### src/rtl/aes_job_scheduler.sv
// aes_job_scheduler
//   Queues AES job requests from the SPI front end and runs them one at a
//   time on the AES datapath: key expansion, counter/controller clear, run,
//   then wait for the datapath finish flag. Key expansion is skipped when the
//   next job uses the key that is already expanded.
//
// Ports
//   clk, rst               clock, synchronous active-high reset
//   req_valid / req_ready  job request handshake
//   req_key/addr/loc/mode  job fields (key, SRAM start, block count, 1=encrypt)
//   abort                  cancel the running job and flush the queue
//   fin_in                 datapath finished
//   key/s_addr/loc/en_or_de  fields of the most recently dispatched job
//   key_en                 key expansion enable (KEY_CYCLES cycles)
//   core_clr               one-cycle clear to counters/controllers
//   con_en                 controller/timer run enable
//   job_done / job_err     completion pulse, job_err=1 on watchdog timeout
//   busy, fifo_count       activity flag and queue occupancy
module aes_job_scheduler #(
    parameter int DEPTH      = 4,
    parameter int KEY_CYCLES = 11,
    parameter int WATCHDOG   = 1024
) (
    input  logic                     clk,
    input  logic                     rst,
    input  logic                     req_valid,
    output logic                     req_ready,
    input  logic [127:0]             req_key,
    input  logic [7:0]               req_addr,
    input  logic [7:0]               req_loc,
    input  logic                     req_mode,
    input  logic                     abort,
    input  logic                     fin_in,
    output logic [127:0]             key,
    output logic [7:0]               s_addr,
    output logic [7:0]               loc,
    output logic                     en_or_de,
    output logic                     key_en,
    output logic                     core_clr,
    output logic                     con_en,
    output logic                     job_done,
    output logic                     job_err,
    output logic                     busy,
    output logic [$clog2(DEPTH):0]   fifo_count
);

    localparam int PW      = $clog2(DEPTH);
    localparam int CW      = PW + 1;
    localparam int KW      = $clog2(KEY_CYCLES) + 1;
    localparam int WW      = $clog2(WATCHDOG) + 1;
    localparam int ENTRY_W = 128 + 8 + 8 + 1;

    localparam logic [PW-1:0] PTR_ONE  = PW'(1);
    localparam logic [CW-1:0] CNT_ONE  = CW'(1);
    localparam logic [CW-1:0] CNT_FULL = CW'(DEPTH);
    localparam logic [KW-1:0] KEY_LAST = KW'(KEY_CYCLES - 1);
    localparam logic [KW-1:0] KEY_ONE  = KW'(1);
    localparam logic [WW-1:0] WD_MAX   = WW'(WATCHDOG);
    localparam logic [WW-1:0] WD_ONE   = WW'(1);

    typedef enum logic [2:0] {
        S_IDLE = 3'd0,
        S_KEY  = 3'd1,
        S_CLR  = 3'd2,
        S_RUN  = 3'd3,
        S_DONE = 3'd4
    } state_t;

    state_t               state_q, state_d;
    logic [ENTRY_W-1:0]   mem_q [DEPTH];
    logic [PW-1:0]        wr_ptr_q, rd_ptr_q;
    logic [CW-1:0]        count_q;
    logic                 key_valid_q, key_valid_d;
    logic [KW-1:0]        key_cnt_q, key_cnt_d;
    logic [WW-1:0]        wd_q, wd_d;
    logic                 err_d;
    logic                 pop_s, push_s;
    logic [ENTRY_W-1:0]   head_s;
    logic [127:0]         head_key_s;
    logic [127:0]         key_q;
    logic [7:0]           s_addr_q, loc_q;
    logic                 en_or_de_q;
    logic                 key_en_q, core_clr_q, con_en_q, job_done_q, job_err_q;

    assign head_s     = mem_q[rd_ptr_q];
    assign head_key_s = head_s[127:0];

    // A pop frees a slot in the same cycle, so a full queue still accepts then.
    assign req_ready  = (count_q < CNT_FULL) || pop_s;
    assign push_s     = req_valid && !abort && ((count_q < CNT_FULL) || pop_s);

    // Next-state logic for the dispatch sequence and its counters.
    always_comb begin
        state_d     = state_q;
        key_valid_d = key_valid_q;
        key_cnt_d   = key_cnt_q;
        wd_d        = wd_q;
        err_d       = 1'b0;
        pop_s       = 1'b0;
        if (abort) begin
            state_d     = S_IDLE;
            key_valid_d = 1'b0;
        end else begin
            case (state_q)
                S_IDLE: begin
                    if (count_q != '0) begin
                        pop_s = 1'b1;
                        if (key_valid_q && (head_key_s == key_q)) begin
                            state_d = S_CLR;
                        end else begin
                            // The expanded key is being replaced; it is not
                            // valid again until this expansion completes.
                            state_d     = S_KEY;
                            key_cnt_d   = '0;
                            key_valid_d = 1'b0;
                        end
                    end else begin
                        state_d = S_IDLE;
                    end
                end
                S_KEY: begin
                    if (key_cnt_q == KEY_LAST) begin
                        state_d     = S_CLR;
                        key_valid_d = 1'b1;
                    end else begin
                        key_cnt_d = key_cnt_q + KEY_ONE;
                    end
                end
                S_CLR: begin
                    state_d = S_RUN;
                    wd_d    = WD_ONE;
                end
                S_RUN: begin
                    // A finish in the timeout cycle still counts as success.
                    if (fin_in) begin
                        state_d = S_DONE;
                    end else if (wd_q == WD_MAX) begin
                        state_d     = S_DONE;
                        err_d       = 1'b1;
                        key_valid_d = 1'b0;
                    end else begin
                        wd_d = wd_q + WD_ONE;
                    end
                end
                S_DONE: begin
                    state_d = S_IDLE;
                end
                default: begin
                    state_d = S_IDLE;
                end
            endcase
        end
    end

    // Job queue storage; contents are only read while occupied.
    always_ff @(posedge clk) begin
        if (push_s) begin
            mem_q[wr_ptr_q] <= {req_mode, req_loc, req_addr, req_key};
        end
    end

    // State, queue pointers, dispatched job fields and registered outputs.
    always_ff @(posedge clk) begin
        if (rst) begin
            state_q     <= S_IDLE;
            wr_ptr_q    <= '0;
            rd_ptr_q    <= '0;
            count_q     <= '0;
            key_valid_q <= 1'b0;
            key_cnt_q   <= '0;
            wd_q        <= '0;
            key_q       <= '0;
            s_addr_q    <= '0;
            loc_q       <= '0;
            en_or_de_q  <= 1'b0;
            key_en_q    <= 1'b0;
            core_clr_q  <= 1'b0;
            con_en_q    <= 1'b0;
            job_done_q  <= 1'b0;
            job_err_q   <= 1'b0;
        end else begin
            state_q     <= state_d;
            key_valid_q <= key_valid_d;
            key_cnt_q   <= key_cnt_d;
            wd_q        <= wd_d;
            if (abort) begin
                wr_ptr_q <= '0;
                rd_ptr_q <= '0;
                count_q  <= '0;
            end else begin
                if (push_s) begin
                    wr_ptr_q <= wr_ptr_q + PTR_ONE;
                end
                if (pop_s) begin
                    rd_ptr_q <= rd_ptr_q + PTR_ONE;
                end
                case ({push_s, pop_s})
                    2'b10:   count_q <= count_q + CNT_ONE;
                    2'b01:   count_q <= count_q - CNT_ONE;
                    default: count_q <= count_q;
                endcase
            end
            if (pop_s) begin
                key_q      <= head_s[127:0];
                s_addr_q   <= head_s[135:128];
                loc_q      <= head_s[143:136];
                en_or_de_q <= head_s[144];
            end
            key_en_q   <= (state_d == S_KEY);
            core_clr_q <= (state_d == S_CLR);
            con_en_q   <= (state_d == S_RUN);
            job_done_q <= (state_d == S_DONE);
            job_err_q  <= err_d;
        end
    end

    assign key        = key_q;
    assign s_addr     = s_addr_q;
    assign loc        = loc_q;
    assign en_or_de   = en_or_de_q;
    assign key_en     = key_en_q;
    assign core_clr   = core_clr_q;
    assign con_en     = con_en_q;
    assign job_done   = job_done_q;
    assign job_err    = job_err_q;
    assign busy       = (state_q != S_IDLE) || (count_q != '0);
    assign fifo_count = count_q;

endmodule

### config.mk
export PLATFORM = sky130hd
export DESIGN_NAME = aes_job_scheduler
export DESIGN_NICKNAME = d
export VERILOG_FILES = /design/src/rtl/aes_job_scheduler.sv
export SDC_FILE = /design/constraint.sdc
export NUM_CORES = 1
export LEC_CHECK = 0
export CAP_MARGIN = 20
export CORE_MARGIN = 5
export CORE_UTILIZATION = 45
export CTS_CLUSTER_DIAMETER = 120
export DETAILED_ROUTE_END_ITERATION = 7
export HOLD_SLACK_MARGIN = 0.15
export PLACE_DENSITY = 0.65
export SYNTH_ARGS = -nofsm -noshare
export SYNTH_HDL_FRONTEND = slang
export SYNTH_SLANG_ARGS = --single-unit
### constraint.sdc
create_clock -name clk -period 17.1 [get_ports clk]
set_input_delay 3.42 -clock clk [delete_from_list [all_inputs] [get_ports clk]]
set_output_delay 3.42 -clock clk [all_outputs]
set_load 0.02 [all_outputs]
==> metrics, run 1 <==
outcome completed; gp weighted congestion 0.9484; DRT Pass-1 Iters 7; Area Growth Syn to Fin 20.57%; routed wire length ~86000 um; Met3 Routed Length 7698 um; Reg2Reg Depth 11; clock sinks approximately 760; Final Cycle Share 52.13%; # setup viols final 0; ys flop type edfxtp_1; first-pass GRT wire length roughly 130000 um; worst-margin pin slew about 1.1 ns; Layout Nets ~2600; CP Capture Type output port; Worst Skew ~0.015 ns; Die Span Y 271.8 um; overall global routing resource usage 22.76%; Setup CP Type in2out; slowest stage delay, CP ~0.63 ns; worst slack at placement 8.194 ns; delay-heaviest family, CP buffers and inverters; post-CTS sizing 0; core area approximately 0.068 mm2; asr flop ratio synth 0%; area leader, netlist edfxtp_1; worst setup margin between 8 and 9 ns; Worst Path Required roughly 14 ns; area of the multi-input gates 0.009146 mm2; Clock Tree Root clkbuf_16; Port Buf Inserts approximately 300; Buf/Inv on CP 2; Mapped Nets 2276; GRT Residual Overflow 0; clk_lat worst skew roughly 0.61 ns; antenna violations before repair 16; Setup TNS Final 0 ns; WL/cell around 26 um; Rel. slew slack 28.63%; YS warnings 0; crit path launch type input pin; Register Area around 0.021 mm2; worst hold-check path type reg2reg; DR top layer met5; Vias/cell around 5.8; number of global-route vias before repair 19198; commonest non-fill, non-tap cell in the layout edfxtp_1; layout cells sized above 1 11.58%; Post-Synthesis Cells between 2000 and 2500; Post-synth EDFFs 580; Avg Inst Size Synth 14.58 um2; worst path cell trace clkdlybuf4s50_1 > nand2b_4 > nand2_1 > clkdlybuf4s50_1; mapped cell area between 0.03 and 0.04 mm2; RSZ-0062 raised after global routing no; fin crit period about 8.9 ns; fillers ~5500; CTS tree done; fmax 0.1122 GHz; Initial DRC Count around 2100; DRT antenna net count 0; HPWL after detailed placement 56350 um; Power Dens Cells 105.6 mW/mm2; Ports around 310; met1 wire length approximately 34000 um; CP most frequent cell clkdlybuf4s50_1; die width approximately 270 um; H-tree Lvls 3; CTS Buf Count a little under 80; post-synthesis cell type count 67; clock tree buffer depth 3; Worst-path clk slew approximately 0.06 ns; sequential share of the synthesized area 68.07%; placed cell areas 0.03464 mm2; largest net degree at the start of global routing ~150; fin. max-slew vios 0; CP max stage cell nand2b_4; hold depth 2; DIE AREA about 0.074 mm2; postcts setup bufs 0; DRC 0; CP Max Fanout 46; Worst path depth 4; via count ~20000; Initial Util 45.14%; Leak 11.48 nW; most frequent cells in the layout edfxtp_1 (580), nand2_1 (328), clkdlybuf4s50_1 (303); area share of the largest cell type after synthesis between 50% and 60%; Worst VDD drop between 0.05 and 0.06 mV; Arr. time, crit path 5.49 ns; Fin. Hold Viols 0; # Max-Cap Violations 0; register bit total from synthesis between 700 and 800; CTS Hold Bufs 0; cell row count between 90 and 100; metal2 WL ~42000 um; fin area between 0.03 and 0.04 mm2; top cells by area, synth edfxtp_1 (56%), dfxtp_1 (12%), mux4_2 (7.8%), nand2_1 (4.0%), mux2i_1 (3.5%)
[where the power goes]
| group | internal, mW | switching (mW) | total [mW] |
|---|---|---|---|
| clock | 0.979 | 0.701 | 1.68 |
| sequential | 2.02 | 0.0176 | 2.03 |
| combinational | 0.0887 | 0.125 | 0.214 |
| total | 3.09 | 0.844 | 3.93 |
[stage by stage]
| step | util (%) | std cells | total power, mW | hold WS, ns |
|---|---|---|---|---|
| finish | 54.42 | 3366 | 3.929 | 0.4602 |
| detailed placement | 50.69 | 3214 | 2.286 | 0.4544 |
| global placement | 50.69 | 3214 | 2.280 | 0.4440 |
| global route | 54.40 | 3361 | 4.056 | 0.4884 |
| CTS | 54.40 | 3360 | 3.961 | 0.4650 |
| floorplan | - | 2116 | 2.173 | 0.4581 |
[layout make-up]
type | count | area share [%]
clock buffers | 110 | 5.927
repair buffers | 325 | 8.703
diodes | 5 | 0.03364
flip-flops and latches | 759 | 56.48
multi-input cells | 1209 | 24.59
clock inverters | 36 | 0.8881
inverters | 40 | 0.4104
well taps | 882 | 2.967
[cells in the mapped netlist (all sizes together), types with 4 or more instances]
master,number
o22ai,17
and2,5
o211ai,11
mux4,107
a22oi,5
nor3,26
o2bb2ai,4
and3,7
nand2b,26
nor2,57
clkbuf,52
o32ai,11
a211oi,5
o2111ai,6
o221ai,10
nand2,328
mux2,31
dfxtp,179
ha,9
xnor2,45
inv,39
xor2,36
a2111oi,5
mux2i,109
nor2b,16
edfxtp,580
buf,56
o21ai,21
a21oi,171
nand3,33
a222oi,5
a221oi,5
nand4,23
or3,10
nor4,23
[registers in the layout, indices dropped and copies added (netlist names), named ones only]
register and count:
job_done 1, s_addr 8, core_clr 1, key_valid_q 1, job_err 1, key_en 1
fifo_count 3, con_en 1, wr_ptr_q 2, en_or_de 1, wd_q 11, rd_ptr_q 2
loc 8, state_q 3, key 128, key_cnt_q 5, mem_q 580
[worst min-delay path: stages, from the launching register on]
cell	delay, ns
dfxtp_1	0.31
nand2_1	0.05
a21oi_1	0.05
[cells by family (layout without fill, tap and decap cells)]
| logic type | Yosys count | after routing | synth area share, % |
|---|---|---|---|
| flip-flops | 759 | 759 | 68.07 |
| AND/OR/NAND/NOR | 567 | 567 | 8.254 |
| AO/OA/AOI/OAI | 304 | 304 | 6.116 |
| multiplexers | 247 | 247 | 12.49 |
| buffers and inverters | 148 | 511 | 2.336 |
| XOR/XNOR | 81 | 81 | 2.300 |
| adder cells (fa/ha/maj) | 10 | 10 | 0.4299 |
| other | 0 | 5 | 0 |
[path summary, 6_finish.rpt]
check | startpoint | endpoint | slack [ns]
setup / recovery | abort | req_ready | 8.19
setup reg to reg | flip-flop | key_cnt_q[1] | 11.39
hold reg to reg | loc[4] | loc[4] | 0.46
hold / removal | loc[4] | loc[4] | 0.46
[per-layer routing]
| metal | vias to the layer above | track usage [%] |
|---|---|---|
| li1 | 8660 | - |
| met1 | 9802 | 29.93 |
| met2 | 807 | 37.47 |
| met3 | 135 | 6.607 |
| met4 | 18 | 6.008 |
| met5 | - | 0 |
Note: power is estimated with default switching activity, not from simulation.
==> run 2: changes to the inputs <==
==> constraint.sdc (replaced) <==
create_clock -name clk -period 8.4 [get_ports clk]
set_input_delay 1.68 -clock clk [delete_from_list [all_inputs] [get_ports clk]]
set_output_delay 1.68 -clock clk [all_outputs]
set_load 0.02 [all_outputs]
==> metrics, run 2 (same netlist as run 1, synthesis figures left out) <==
DRT antenna net count 0; most used routing layer met2; routed wire length approximately 86000 um; Switching Fraction between 20 and 25%; Port Buf Inserts 304; fin crit period 5.340 ns; # Max-Cap Violations 0; RSZ-0062 raised after global routing no; cell row count 96; met3 global-route usage 4.880%; via count a little under 20000; Initial DRC Count 2163; DRT Pass-1 Iters 7; Die Span Y 271.8 um; DRC 0; Reg2Reg Depth 10; CP most frequent cell clkdlybuf4s50_1; crit path launch type input pin; fin. max-slew vios 0; most frequent cells in the layout edfxtp_1 (580), nand2_1 (328), clkdlybuf4s50_1 (303); met1 usage 30.71%; die width 271.8 um; Initial Util between 40 and 50%; Leak approximately 11 nW; largest net degree at the start of global routing roughly 110; first-pass GRT wire length 126400 um; worst path cell trace clkdlybuf4s50_1 > nand2b_4 > nand2_1 > clkdlybuf4s50_1; commonest non-fill, non-tap cell in the layout edfxtp_1; CP Max Fanout 39; GRT Residual Overflow 0; HPWL after detailed placement roughly 57000 um; clock tree buffer depth 3; Comb pwr share approximately 5.5%; Final Cycle Share 63.57%; layout cells sized above 1 between 10% and 20%; fin area about 0.037 mm2; fmax 0.1873 GHz; Worst VDD drop ~0.17 mV; CP max stage cell clkdlybuf4s50_1; worst-margin pin slew ~1.1 ns; Ports between 300 and 400; Vias/cell between 5 and 6; NetSw about 1.8 mW; outcome completed; Arr. time, crit path roughly 3.7 ns; max reg flops 580; number of global-route vias before repair 19186; clock sinks roughly 760; share of power burned in registers 52.0%; M2 GR Usage 37.36%; hold depth 2; Setup CP Type in2out; H-tree Lvls 3; post-CTS sizing 0; CP Capture Type output port; clk_lat worst skew around 0.63 ns; Rel. slew slack between 20 and 30%; overall global routing resource usage 22.82%; Int Pwr approximately 6.2 mW; gp weighted congestion between 0.9 and 1; Clock Tree Root clkbuf_16; placed cell areas approximately 0.035 mm2; Layout Nets about 2600; CTS tree done; Reg with most FFs mem_q; Setup TNS Final 0 ns; Worst Skew around 0.027 ns; Worst Path Required ~6.7 ns; slowest stage delay, CP 0.63 ns; Clock power frac 42.5%; postcts setup bufs 0; worst hold-check path type reg2reg; CTS Buf Count roughly 80; CTS Hold Bufs 0; core area between 0.06 and 0.07 mm2; Fin. Hold Viols 0; Reg2Reg Setup Slack about 3.6 ns; Power Dens Cells between 200 and 250 mW/mm2; Area Growth Syn to Fin 20.53%; antenna violations before repair 6; DIE AREA approximately 0.074 mm2; Worst-path clk slew about 0.060 ns; # setup viols final 0; WL/cell roughly 26 um
run 2: worst paths after layout:
path / from / end
max: abort / req_ready
max reg2reg: flip-flop / key_cnt_q[1]
min reg2reg: s_addr[0] / s_addr[0]
min: s_addr[0] / s_addr[0]
run 2: power by group through the flow:
stage,Sequential [mW],Combinational [mW],Clock [mW]
finish,4.14,0.440,3.39
global route,4.15,0.467,3.60
CTS,4.14,0.441,3.44
detailed placement,4.22,0.439,0
global placement,4.22,0.431,0
floorplan,4.24,0.185,0
run 2: area by class of cell:
| type | count | area [um2] |
|---|---|---|
| antenna | 2 | 5.005 |
| sequential | 759 | 21010 |
| clock buffer | 117 | 2228 |
| clock inverter | 27 | 300.3 |
| inverter | 40 | 152.6 |
| fill | 5424 | 31160 |
| timing repair buffer | 322 | 3239 |
| multi-input combinational | 1209 | 9146 |
| tap | 882 | 1104 |
run 2: routing by layer:
layer / vias to the layer above / wire length, um
li1: 8650 / -
met1: 9857 / 34870
met2: 837 / 41690
met3: 143 / 7256
met4: 8 / 2603
met5: - / 53
run 2: critical path, delay by kind of cell:
family                 cells  cell delay (ns)
buffers and inverters      2             1.21
and+or+nand+nor            2             0.76
run 2: per-stage QoR:
step,power [mW],util (%),setup slack [ns],hold WS (ns),instances
finish,7.973,54.40,3.060,0.4554,3358
floorplan,4.424,-,1.999,0.4581,2116
detailed placement,4.664,50.69,2.747,0.4470,3211
CTS,8.026,54.39,3.086,0.4550,3355
global placement,4.652,50.69,2.769,0.4429,3211
global route,8.220,54.40,2.956,0.4724,3356
